$ cat src/rtl/fetch_unit.sv
// ---------------------------------------------------------------------------
// fetch_unit
//
// Instruction-fetch stage of the 5-stage MIPS pipeline. It owns the program
// counter, issues word fetches over a req/ack handshake that tolerates wait
// states, and buffers returned words in a 2-entry queue. The queue head
// (instruction and its PC+4) feeds the IF/ID stage register.
//
// Ports:
//   clk           pipeline clock, all state updates on the rising edge
//   rstN          asynchronous active-low reset
//   stall         hazard hold: the head entry is not consumed this cycle
//   redirect      taken branch/jump; outranks stall
//   redirectPC    new fetch target (bits [1:0] ignored)
//   imemReq       fetch request (combinational)
//   imemAddr      fetch address, stable while a request waits for ack
//   imemAck       memory completion, imemData valid in the same cycle
//   imemData      fetched word
//   ifValid       queue head valid
//   ifInstruction head instruction, 0 when empty
//   ifNewPC       head PC+4, 0 when empty
//   flush         redirect | ~ifValid: bubble insert for the ID register
// ---------------------------------------------------------------------------
module fetch_unit #(
  parameter logic [31:0] RESET_PC = 32'h0000_3000
) (
  input  logic        clk,
  input  logic        rstN,
  input  logic        stall,
  input  logic        redirect,
  input  logic [31:0] redirectPC,
  output logic        imemReq,
  output logic [31:0] imemAddr,
  input  logic        imemAck,
  input  logic [31:0] imemData,
  output logic        ifValid,
  output logic [31:0] ifInstruction,
  output logic [31:0] ifNewPC,
  output logic        flush
);

  // RUN: normal fetching from pc_reg.
  // DROP: a fetch was in flight when a redirect arrived; keep the bus
  // transaction alive at its original address and throw its data away.
  localparam logic [0:0] ST_RUN  = 1'b0;
  localparam logic [0:0] ST_DROP = 1'b1;

  localparam int DEPTH = 2;

  logic [0:0]  state_reg, state_next;
  logic [31:0] pc_reg, pc_next;
  logic [31:0] drop_addr_reg, drop_addr_next;
  logic [1:0]  count_reg, count_next;

  // Queue storage. Entry 0 is always the head; a pop shifts entry 1 down.
  logic [31:0] instr_reg [DEPTH];
  logic [31:0] npc_reg   [DEPTH];
  logic [31:0] instr_next [DEPTH];
  logic [31:0] npc_next   [DEPTH];

  logic        push;
  logic        pop;
  logic [1:0]  fill_after_pop;
  logic [0:0]  wr_idx;
  logic [31:0] pc_plus4;
  logic [31:0] target_pc;
  logic        redirect_pc_unused;

  assign pc_plus4  = pc_reg + 32'd4;      // wraps mod 2^32
  assign target_pc = {redirectPC[31:2], 2'b00};
  assign redirect_pc_unused = ^redirectPC[1:0];

  // -------------------------------------------------------------------------
  // Outputs
  // -------------------------------------------------------------------------
  assign ifValid       = (count_reg != 2'd0);
  assign ifInstruction = ifValid ? instr_reg[0] : 32'd0;
  assign ifNewPC       = ifValid ? npc_reg[0]   : 32'd0;
  assign flush         = redirect | ~ifValid;

  // In RUN the request tracks free queue space. Once raised it cannot drop
  // before ack: the queue only grows on an ack, and a pop only frees space.
  assign imemReq  = (state_reg == ST_DROP) || (count_reg < 2'd2);
  assign imemAddr = (state_reg == ST_DROP) ? drop_addr_reg : pc_reg;

  // -------------------------------------------------------------------------
  // Queue control
  // -------------------------------------------------------------------------
  assign push = (state_reg == ST_RUN) & imemReq & imemAck & ~redirect;
  assign pop  = ifValid & ~stall & ~redirect;

  // A simultaneous pop frees the head slot first, so the new word lands at
  // the first free index after the shift.
  assign fill_after_pop = count_reg - {1'b0, pop};
  assign wr_idx         = fill_after_pop[0];

  always_comb begin
    count_next = fill_after_pop + {1'b0, push};
    if (redirect) begin
      count_next = 2'd0;
    end
  end

  genvar gi;
  generate
    for (gi = 0; gi < DEPTH; gi++) begin : g_entry
      logic        load;
      logic [31:0] shift_instr;
      logic [31:0] shift_npc;

      if (gi < DEPTH - 1) begin : g_shift
        assign shift_instr = instr_reg[gi+1];
        assign shift_npc   = npc_reg[gi+1];
      end else begin : g_tail
        // The tail slot becomes free on a pop; its stale contents are
        // masked by count_reg and never observed.
        assign shift_instr = instr_reg[gi];
        assign shift_npc   = npc_reg[gi];
      end

      assign load = push && (wr_idx == 1'(gi));

      assign instr_next[gi] = load ? imemData :
                              (pop ? shift_instr : instr_reg[gi]);
      assign npc_next[gi]   = load ? pc_plus4 :
                              (pop ? shift_npc : npc_reg[gi]);
    end
  endgenerate

  // -------------------------------------------------------------------------
  // PC / FSM next state
  // -------------------------------------------------------------------------
  always_comb begin
    state_next     = state_reg;
    pc_next        = pc_reg;
    drop_addr_next = drop_addr_reg;

    if (redirect) begin
      pc_next = target_pc;
      if (imemReq && !imemAck) begin
        // The in-flight transfer must complete at its original address.
        // In DROP imemAddr already equals drop_addr_reg, so this holds it.
        state_next     = ST_DROP;
        drop_addr_next = imemAddr;
      end else begin
        // Either nothing outstanding or it completes now: data discarded.
        state_next = ST_RUN;
      end
    end else if (state_reg == ST_DROP) begin
      if (imemAck) begin
        state_next = ST_RUN;
      end
    end else if (push) begin
      pc_next = pc_plus4;
    end
  end

  // -------------------------------------------------------------------------
  // State registers
  // -------------------------------------------------------------------------
  always_ff @(posedge clk or negedge rstN) begin
    if (!rstN) begin
      state_reg     <= ST_RUN;
      pc_reg        <= RESET_PC;
      drop_addr_reg <= 32'd0;
      count_reg     <= 2'd0;
    end else begin
      state_reg     <= state_next;
      pc_reg        <= pc_next;
      drop_addr_reg <= drop_addr_next;
      count_reg     <= count_next;
    end
  end

  always_ff @(posedge clk or negedge rstN) begin
    if (!rstN) begin
      for (int i = 0; i < DEPTH; i++) begin
        instr_reg[i] <= 32'd0;
        npc_reg[i]   <= 32'd0;
      end
    end else begin
      for (int i = 0; i < DEPTH; i++) begin
        instr_reg[i] <= instr_next[i];
        npc_reg[i]   <= npc_next[i];
      end
    end
  end

endmodule

$ cat config.mk
export PLATFORM = sky130hd
export DESIGN_NAME = fetch_unit
export DESIGN_NICKNAME = d
export VERILOG_FILES = /design/src/rtl/fetch_unit.sv
export SDC_FILE = /design/constraint.sdc
export NUM_CORES = 1
export LEC_CHECK = 0
export CAP_MARGIN = 20
export CORE_MARGIN = 5
export CORE_UTILIZATION = 55
export CTS_BUF_LIST = sky130_fd_sc_hd__clkbuf_4 sky130_fd_sc_hd__clkbuf_8 sky130_fd_sc_hd__clkbuf_16
export DETAILED_ROUTE_END_ITERATION = 10
export HOLD_SLACK_MARGIN = 0.15
export PLACE_DENSITY = 0.81
export SLEW_MARGIN = 30
export SYNTH_ARGS = -nofsm -noshare
export SYNTH_HDL_FRONTEND = slang
export SYNTH_SLANG_ARGS = --single-unit
export TNS_END_PERCENT = 100
$ cat constraint.sdc
create_clock -name clk -period 6.6 [get_ports clk]
set_input_delay 1.32 -clock clk [delete_from_list [all_inputs] [get_ports clk]]
set_output_delay 1.32 -clock clk [all_outputs]
set_load 0.01 [all_outputs]
==> flow_metrics.tcl, run 1 <==
set metrics [dict create \
    status "finished clean" \
    comb_power_share_pct 30.6 \
    ys_types 43 \
    grt_pass1_wl_um 36460 \
    p_int_mw 3.025 \
    finalSetupViolCount 0 \
    hpwlAfterDp_um 14420 \
    grt_pass1_vias 7103 \
    die_w_um 141.5 \
    cts.repair.resized 0 \
    final-seq-area_um2 4732 \
    switchingPower_mw 1.244 \
    hp-class "flip-flop to flip-flop" \
    ir_drop_mv 0.2155 \
    hold_viol_final 0 \
    synthesis.area_um2 9513 \
    row_count 48 \
    dr_wl_met2_um 10160 \
    cts_num_sinks 189 \
    syn_inst 907 \
    p_leak_nw 4.790 \
    critPathRequiredTime_ps 5280 \
    post-place-ws_ps 1999 \
    remaining_drc_errors 0 \
    hold_depth 1 \
    synth_edf_count 0 \
    ys_ff_latch 189 \
    gp_congestion 0.8049 \
    r2r_cells 6 \
    ant_nets 0 \
    drive_above_1_share_pct 14.05 \
    rsz0062_at_grt "false" \
    slew_viol_final 0 \
    worstHoldEndpoint "drop_addr_reg[0]" \
    reg2reg_to "npc_reg[37]" \
    track_usage_pct 22.31 \
    postLayoutCoreUtil_pct 69.22 \
    worstSetupPathType "primary input to output pin" \
    design.portCount 168 \
    post_cts_buffers 0 \
    postSynthAreaPerCell_um2 10.49 \
    cts-root-buf "clkbuf_16" \
    slew_headroom_pct 33.01 \
    synth_warnings 0 \
    ys_seq_area_share_pct 49.74 \
    power_frac_seq_pct 43.9 \
    finClkSkew_ps 7.974 \
    via_per_inst 5.815 \
    start_util_pct 55.58 \
    swShare_pct 29.14 \
    dp_cells 1227 \
    antenna_cells 0 \
    ctsHtreeMaxLevel 4 \
    p_total_mw 4.269 \
    power_density_nw_per_um2 360.3 \
    cp_max_fo 29 \
    area_growth_pct 24.54 \
    final.fill_count 1343 \
    cts_tree "done" \
    finalCritPeriodShare_pct 67.33 \
    multiInputGateArea_um2 4444 \
    layout.nets 1094 \
    drt_iter0_markers 487 \
    wl_per_cell_um 17.52 \
    synth_flop_cell "dfrtp_1" \
    num_vias 7310 \
    grt_max_degree 93 \
    setup_tns_ps 0 \
    core_area_um2 17120 \
    reg2reg_from "state_reg" \
    arrival_ps 3120 \
    antenna_found_initial 0 \
    io_buffers 163 \
    synth_async_sr_flop_share_pct 100.0 \
    first_pass_iters 5 \
    min_from "drop_addr_reg[0]" \
    path_clk_slew_ps 60 \
    power_frac_clock_pct 25.4 \
    holdBufCountCts 0 \
    wl_met3_um 1450 \
    cap_violations 0 \
    tightest_slew_ps 1005 \
    numCtsBuffers 17 \
    layout.cells.non_filler 1257 \
    fmax_ghz 0.2250 \
    clk_latency_ps 420 \
    wl_um 22030 \
    dieArea_um2 20030 \
    end_kind "output pin" \
    drt-met1-wl_um 10180 \
    top_layer "met4" \
    reg2reg_slack_ps 3260 \
    start_kind "primary input" \
    gr-total-overflow 0 \
    clk_path_buf_depth 2 \
    die_height_um 141.5 \
    setup_ws_ps 2156 \
    fin_crit_ps 4444 \
]
-- layout by cell type, fill, tap and decap left out, types with 9 or more instances in the layout --
cell	n
nand2_1	63
dfrtp_1	187
nor3b_1	18
o21ai_0	57
inv_1	10
nor2_1	55
a21oi_1	20
xnor2_1	18
nor2b_1	62
a31oi_1	47
mux2i_1	55
a211oi_1	19
mux2_2	90
clkdlybuf4s50_1	162
nand4_1	9
o31ai_1	21
or3_1	11
or4_1	24
clkbuf_16	17
nand3_1	10
buf_4	12
-- cell families after synthesis --
| group | Yosys count | share of synthesized area, % |
|---|---|---|
| xor+xnor | 25 | 2.302 |
| buf+inv | 91 | 4.064 |
| compound gates | 169 | 10.71 |
| other cells | 1 | 0.03942 |
| flops | 189 | 49.74 |
| simple gates | 283 | 16.18 |
| mux | 145 | 16.44 |
| fa+ha+maj | 4 | 0.5261 |
-- metrics by stage --
stage | instance area, um2 | hold WS [ps]
after floorplan | 9517 | 449.7
after global placement | 11210 | 460.3
after detailed placement | 11210 | 468.3
after CTS | 11840 | 483.1
after global routing | 11850 | 498.1
final | 11850 | 479.9
-- synthesized netlist by cell type, drive strengths merged, types with 4 or more instances --
master  number  share of area (%)
ha           4               0.53
inv         10               0.39
o21ai       57                3.0
dfrtp      187                 49
buf         22                1.3
xor2         7               0.64
nor3b       20                1.6
nor4         6               0.39
nor2b       62                4.1
o31ai       21                1.7
nor3         7               0.37
mux2i       55                5.8
nand2       63                2.5
mux2        90                 11
or3         11               0.72
a211oi      19                1.5
xnor2       18                1.7
nand4       10               0.72
nor2        56                2.2
or4         25                2.0
a21oi       20                1.1
clkbuf      59                2.3
nand3       10               0.53
a31oi       47                3.1
-- worst max path at each step --
stage	startpoint	cells after the start	to
6_report	redirect	5	flush
5_1_grt	redirect	5	flush
4_1_cts	redirect	5	flush
3_5_place_dp	redirect	10	npc_reg[37]
3_3_place_gp	redirect	11	npc_reg[46]
2_1_floorplan	redirect	11	g_entry[0].shift_instr[10]
-- worst max-delay path: stages --
cell	delay [ps]
clkdlybuf4s50_1	460
buf_4	290
o21bai_1	170
buf_4	290
clkdlybuf4s50_1	590
-- power groups by stage --
stage / Clock, mW / Combinational (mW) / Sequential [mW]
2_1_floorplan: 0 / 0.862 / 1.80
3_3_place_gp: 0 / 1.27 / 1.87
5_1_grt: 1.15 / 1.45 / 1.94
6_report: 1.09 / 1.31 / 1.88
4_1_cts: 1.11 / 1.32 / 1.88
3_5_place_dp: 0 / 1.31 / 1.90
-- final cells by class --
| cell class | instances | area share, % |
|---|---|---|
| Tap cell | 225 | 2.376 |
| Clock inverter | 5 | 0.8765 |
| Timing Repair Buffer | 175 | 14.56 |
| Clock buffer | 25 | 4.414 |
| Multi-Input combinational cell | 628 | 37.51 |
| Sequential cell | 189 | 39.94 |
| Inverter | 10 | 0.3168 |
-- routing by layer --
layer  up-vias  track usage (%)
li1       3455                -
met1      3576            32.87
met2       255            34.16
met3        24            4.853
met4         0            5.051
met5         -                0
Note: power is estimated with default switching activity, not from simulation.
==> inputs of run 2 (changes only) <==
- CORE_UTILIZATION: 55 -> 53
- PLACE_DENSITY: 0.81 -> 0.78
- clock period: 6.6 -> 4.46 ns (I/O delays scaled with it)
==> flow_metrics.tcl, run 2 (same netlist as run 1, synthesis figures left out) <==
set metrics [dict create \
    grt_max_degree 72 \
    gp_congestion 0.7578 \
    hold_viol_final 0 \
    p_leak_nw 4.846 \
    core_area_um2 17840 \
    cts_num_sinks 189 \
    grt_pass1_wl_um 36550 \
    row_count 49 \
    die_w_um 144.0 \
    clk_path_buf_depth 2 \
    rsz0062_at_grt "false" \
    hp-class "primary input to asynchronous set/reset pin" \
    worstSetupPathType "primary input to output pin" \
    num_vias 7237 \
    reg2reg_slack_ps 1540 \
    cts-root-buf "clkbuf_16" \
    p_int_mw 4.477 \
    critPathCapture "flush" \
    area_growth_pct 25.70 \
    setup_tns_ps 0 \
    power_density_nw_per_um2 529.1 \
    fmax_ghz 0.2979 \
    via_per_inst 5.698 \
    comb_power_share_pct 30.6 \
    slew_viol_final 0 \
    clk_latency_ps 430 \
    dieArea_um2 20730 \
    start_util_pct 53.32 \
    dp_cells 1238 \
    hold_slack_ps 465.8 \
    critPathRequiredTime_ps 3570 \
    drive_above_1_share_pct 14.79 \
    crit_chain "clkdlybuf4s50_1, o21bai_1, clkdlybuf4s50_1" \
    startpoint "redirect" \
    power_frac_seq_pct 44.0 \
    switchingPower_mw 1.850 \
    numCtsBuffers 17 \
    design.portCount 168 \
    wl_um 21870 \
    final_area_um2 11960 \
    fin_crit_ps 3357 \
    setup_ws_ps 1103 \
    cpMostUsedCell "clkdlybuf4s50_1" \
    first_pass_iters 5 \
    final_common_cell "dfrtp_1" \
    grt_pass1_vias 7098 \
    reg2reg_to "g_entry[0].shift_instr[29]" \
    antenna_found_initial 0 \
    cpPeakStageDelay_ps 730 \
    finalSetupViolCount 0 \
    tightest_slew_ps 986.9 \
    holdBufCountCts 0 \
    final-seq-area_um2 4732 \
    finalCritPeriodShare_pct 75.26 \
    end_kind "output pin" \
    antenna_cells 0 \
    ant_nets 0 \
    remaining_drc_errors 0 \
    post-place-ws_ps 834.9 \
    multiInputGateArea_um2 4438 \
    die_height_um 144.0 \
    r2r_cells 8 \
    gr-total-overflow 0 \
    cts_tree "done" \
    path_clk_slew_ps 70 \
    ir_drop_mv 0.3831 \
    cp_max_fo 8 \
    finClkSkew_ps 12.53 \
    dpl_cell_area_um2 11330 \
    start_kind "primary input" \
    layout.cells.non_filler 1270 \
    cap_violations 0 \
    critical_path.slowest_cell "clkdlybuf4s50_1" \
    reg2reg_from "count_reg[1]" \
    post_cts_buffers 0 \
    arrival_ps 2460 \
    final_cell_mix "187 x dfrtp_1, 162 x clkdlybuf4s50_1, 90 x mux2_2, 63 x nand2_1, 62 x nor2b_1" \
    track_usage_pct 21.82 \
    final.fill_count 1385 \
    hpwlAfterDp_um 14700 \
    swShare_pct 29.24 \
    layout.nets 1101 \
    drt_iter0_markers 418 \
    slew_headroom_pct 34.21 \
    io_buffers 163 \
    power_frac_clock_pct 25.4 \
    status "finished clean" \
    cts.repair.resized 0 \
    wl_per_cell_um 17.22 \
    ctsHtreeMaxLevel 4 \
]
-- run 2: area by class of cell --
| cell class | instances | share of cell area [%] |
|---|---|---|
| flip-flops and latches | 189 | 39.57 |
| multi-input cells | 628 | 37.11 |
| repair buffers | 182 | 15.35 |
| clock buffers | 20 | 3.851 |
| well taps | 229 | 2.396 |
| clock inverters | 12 | 1.402 |
| inverters | 10 | 0.3139 |
-- run 2: metrics by stage --
stage / util (%) / power [mW]
CTS: 67.02 / 6.395
finish: 67.02 / 6.327
floorplan: - / 3.940
global route: 67.02 / 6.741
detailed placement: 63.50 / 4.760
global placement: 63.35 / 4.663
-- run 2: power groups by stage --
stage / clock (mW) / combinational, mW / sequential (mW)
6_report: 1.61 / 1.94 / 2.78
5_1_grt: 1.71 / 2.15 / 2.88
4_1_cts: 1.65 / 1.96 / 2.78
3_5_place_dp: 0 / 1.95 / 2.81
3_3_place_gp: 0 / 1.89 / 2.77
2_1_floorplan: 0 / 1.28 / 2.67
-- run 2: how the worst min path moves through the flow --
| stage | startpoint | endpoint | slack, ps | depth (start not counted) |
|---|---|---|---|---|
| 6_report | rstN | drop_addr_reg[8] | 470 | 1 |
| 5_1_grt | rstN | drop_addr_reg[7] | 500 | 1 |
| 4_1_cts | rstN | drop_addr_reg[7] | 470 | 1 |
| 3_5_place_dp | drop_addr_reg[0] | drop_addr_reg[0] | 470 | 1 |
| 3_3_place_gp | drop_addr_reg[0] | drop_addr_reg[0] | 460 | 1 |
| 2_1_floorplan | drop_addr_reg[0] | drop_addr_reg[0] | 450 | 1 |
-- run 2: per-layer routing --
layer | global-route usage (%) | routed length [um] | vias to the layer above
met5 | 0 | 0 | -
met3 | 4.464 | 1597 | 15
met1 | 32.54 | 10110 | 3519
li1 | - | - | 3472
met2 | 33.27 | 9975 | 231
met4 | 4.658 | 188 | 0
-- run 2: worst max-delay path, delay by kind of cell --
kind / cells / cell delay, ps
buffers and inverters: 2 / 1220
AOI/OAI and AO/OA: 1 / 350
==> inputs of run 3 (changes only) <==
- CORE_UTILIZATION: 53 -> 48
- PLACE_DENSITY: 0.78 -> 0.75
- clock period: 4.46 -> 2.91 ns (I/O delays scaled with it)
==> flow_metrics.tcl, run 3 (same netlist as run 1, synthesis figures left out) <==
set metrics [dict create \
    critPathTopFamily "buffers and inverters" \
    grt_pass1_wl_um 37230 \
    via_per_inst 5.521 \
    slew_headroom_pct 58.13 \
    post-place-ws_ps -2.876 \
    p_int_mw 6.632 \
    finalCritPeriodShare_pct 94.68 \
    p_total_mw 9.567 \
    power_density_nw_per_um2 788.4 \
    switchingPower_mw 2.935 \
    worstSetupPathType "primary input to output pin" \
    critical_path.slowest_cell "clkdlybuf4s50_1" \
    core_area_um2 19460 \
    antenna_cells 0 \
    remaining_drc_errors 0 \
    cts_tree "done" \
    comb_power_share_pct 31.8 \
    cpPeakStageDelay_ps 580 \
    path_clk_slew_ps 70 \
    layout.nets 1119 \
    cp_num_buf_inv 3 \
    clk_path_buf_depth 2 \
    wl_um 22180 \
    numCtsBuffers 17 \
    track_usage_pct 20.26 \
    num_vias 7310 \
    crit_chain "clkdlybuf4s50_1, o21bai_1, buf_4, clkdlybuf4s50_1" \
    cts-root-buf "clkbuf_16" \
    finClkSkew_ps 9.280 \
    cts.repair.resized 0 \
    die_w_um 150.8 \
    clk_latency_ps 420 \
    setup_tns_ps 0 \
    hp-class "primary input to asynchronous set/reset pin" \
    cts_num_sinks 189 \
    grt_max_degree 76 \
    ctsHtreeMaxLevel 4 \
    ant_nets 0 \
    start_kind "primary input" \
    tightest_slew_ps 628.1 \
    area_growth_pct 27.55 \
    fin_crit_ps 2755 \
    wl_per_cell_um 16.75 \
    die_height_um 150.8 \
    arrival_ps 2170 \
    post_cts_buffers 0 \
    gr-total-overflow 0 \
    finalSetupViolCount 0 \
    slew_viol_final 0 \
    drive_above_1_share_pct 16.24 \
    fmax_ghz 0.3629 \
    final_cell_mix "187 x dfrtp_1, 162 x clkdlybuf4s50_1, 90 x mux2_2, 63 x nand2_1, 62 x nor2b_1" \
    dieArea_um2 22730 \
    power_frac_seq_pct 44.3 \
    start_util_pct 48.88 \
    status "finished clean" \
    power_frac_clock_pct 23.9 \
    hold_viol_final 0 \
    io_buffers 163 \
    p_leak_nw 4.912 \
    critPathRequiredTime_ps 2330 \
    cap_violations 0 \
    holdBufCountCts 0 \
    drt_iter0_markers 411 \
    grt_pass1_vias 7099 \
    end_kind "output pin" \
    swShare_pct 30.68 \
    setup_ws_ps 154.7 \
    cp_max_fo 20 \
    rsz0062_at_grt "false" \
    final_common_cell "dfrtp_1" \
    row_count 51 \
    gp_congestion 0.7811 \
    cpMostUsedCell "clkdlybuf4s50_1" \
    ir_drop_mv 0.4210 \
    first_pass_iters 7 \
    hpwlAfterDp_um 15350 \
    postLayoutCoreUtil_pct 62.35 \
    design.portCount 168 \
    antenna_found_initial 0 \
]
run 3: worst register-to-register path: cells and delay by family (launching register included):
kind / cells / cell delay, ps
and+or+nand+nor: 3 / 1770
AOI/OAI and AO/OA: 1 / 190
DFF: 1 / 530
run 3: per-layer routing:
layer / GRT usage, % / wire length (um)
met1: 30.19 / 10670
met2: 31.19 / 10200
met3: 4.219 / 1162
met4: 3.400 / 151
met5: 0 / 0
run 3: area by class of cell:
cell class	instances	area, um2
fill	1608	7328
sequential	189	4732
multi-input combinational	628	4438
timing repair buffer	200	2013
clock buffer	17	425.4
tap	265	331.6
clock inverter	15	156.4
inverter	10	37.54
run 3: final timing paths:
| check | slack, ps | endpoint | depth (start not counted) | startpoint |
|---|---|---|---|---|
| hold / removal | 160 | drop_addr_reg[9] | 1 | rstN |
| max in group asynchronous | 1960 | pc_reg[28] | 2 | rstN |
| setup / recovery | 150 | flush | 4 | redirect |
| setup reg to reg | 340 | g_entry[0].shift_npc[31] | 4 | pc_reg[9] |
| hold reg to reg | 490 | drop_addr_reg[0] | 1 | drop_addr_reg[0] |
| min in group clk | 490 | drop_addr_reg[0] | 1 | drop_addr_reg[0] |
run 3: power by group through the flow:
| stage | Clock [mW] | Sequential [mW] | Combinational, mW |
|---|---|---|---|
| 2_1_floorplan | 0 | 4.08 | 1.96 |
| 3_3_place_gp | 0 | 4.23 | 2.98 |
| 3_5_place_dp | 0 | 4.29 | 3.06 |
| 4_1_cts | 2.35 | 4.24 | 3.08 |
| 5_1_grt | 2.46 | 4.39 | 3.39 |
| 6_report | 2.29 | 4.24 | 3.04 |
run 3: stage by stage:
stage          std cells  hold WS, ps  cell area, um2
2_1_floorplan        908        286.4            9524
3_3_place_gp        1291        460.5           11530
3_5_place_dp        1291        471.4           11530
4_1_cts             1323        179.0           12110
5_1_grt             1324        201.9           12130
6_report            1324        159.2           12130
==> patch: new RTL, config.mk and constraints of run 2 <==
Change the localparam `DEPTH` from 2 to 1.
--- a/src/rtl/fetch_unit.sv
+++ b/src/rtl/fetch_unit.sv
@@ -45,7 +45,7 @@
   localparam logic [0:0] ST_RUN  = 1'b0;
   localparam logic [0:0] ST_DROP = 1'b1;
 
-  localparam int DEPTH = 2;
+  localparam int DEPTH = 1;
 
   logic [0:0]  state_reg, state_next;
   logic [31:0] pc_reg, pc_next;
Behaviour: not the same (a bounded check fails within 4 cycles, from zero or initial values and one cycle with rstN low).
==> patch against run 2 <==
Routed wire length down 21%; worst setup slack improved by 0.062 ns; highest routed layer unchanged; power down 28%; cell area is 25% lower; sequential cell count fell by 62; first-iteration DRC count up 17%; synthesized area down 30%; synthesized cell count decreased by 28%.
==> patch: results (changes against run 2) <==
Detailed Route Iter0 Violations=490 (+17%); WL met3=1130 µm (-29%); Max Clock Skew=0.00803 ns (-0.00450 ns); Met2 Wirelength=8070 µm (-19%); top routing layer used=met4; Logic pwr share=32.1% (+1.5 points); Sw Ratio=28.7% (-0.53 points); Synth area leaders=dfrtp_1, mux2_2, nor2b_1, nor2_1, or4_1; synth unique cells=40 (-7.0%); Max IR drop VDD=273 µV (-29%); part of the Yosys area used for sequential elements=47.5% (-2.2 points); Post-Synth XOR/XNOR Area=3.40% (+1.1 points); Worst-path clk slew=0.05 ns (-0.02 ns); clock network fraction of total power=29.4% (+4.0 points); Longest Clk Path Bufs=2 (unchanged); setup slack at placement=0.911 ns (+0.0762 ns); share of cells above drive strength 1=18.0% (+3.2 points); drt wl/cell=17.7 µm (+3.0%); post-DP HPWL=12100 µm (-17%); Metal-1 WL=7710 µm (-24%); CP arrival=2.40 ns (-0.06 ns); Hold WC Path Type=flip-flop to flip-flop; GRT Total Usage=23.4% (+1.6 points); met1 Use GR=31.8% (-0.73 points); post-synthesis mux area share=15.8% (-0.66 points); crit path max fanout=34 (+26); Synth Area in Adders=0.748% (+0.22 points); met2 usage=37.3% (+4.0 points); H-tree depth=4 (unchanged); FFs w/ async S/R, synth=100% (unchanged); Psw=1.31 mW (-29%); complex-gate fraction of the synthesized area=8.58% (-2.1 points); EDFF count, synth=0 (unchanged); CP peak stage delay=0.54 ns (-0.19 ns); Leakage=3.41 nW (-30%); Nets=863 (-22%); Mapped Cells=651 (-28%); Placed Cells incl. Taps=943 (-24%); worst-skew pair later-pin latency=0.41 ns (-0.02 ns); first-pass GRT wire length=27700 µm (-24%); Synth top cells by count=dfrtp_1, mux2_2, nor2b_1; largest net degree at the start of global routing=89 (+24%); outcome=finished, final reports clean; grt met3 use=5.16% (+0.70 points); via count=5538 (-23%); routability cong.=0.849 (+12%); Final Non-Filler Cells=974 (-23%); Worst-Margin Slew=0.823 ns (-0.164 ns); placed cell area=8430 µm² (-26%)
-- patch: changes by cell type in the layout (fill, tap and decap cells not counted), moves of 16 or more --
cell,change
a211oi_1,-19
a31oi_1,-16
dfrtp_1,-62
mux2i_1,-53
nand2_1,-29
nor3b_1,-18
o21ai_0,-36
-- patch: layout make-up --
cell class                 instances  area [µm²]
clock buffer                      26         531
inverter                           7        26.3
sequential                       127        3180
timing repair buffer             175        1740
multi-input combinational        462        3270
clock inverter                     5        52.6
tap                              172         215
fill                             970        3500
-- patch: path summary, 6_finish.rpt --
path	slack, ns	cells past startpoint	startpoint	to
min in group asynchronous	0.53	1	rstN	drop_addr_reg[23]
hold / removal	0.49	1	drop_addr_reg[1]	drop_addr_reg[1]
hold reg to reg	0.49	1	drop_addr_reg[1]	drop_addr_reg[1]
setup / recovery	1.17	5	redirect	flush
setup reg to reg	1.74	5	state_reg	g_entry[0].shift_instr[14]
max in group asynchronous	3.06	2	rstN	drop_addr_reg[7]
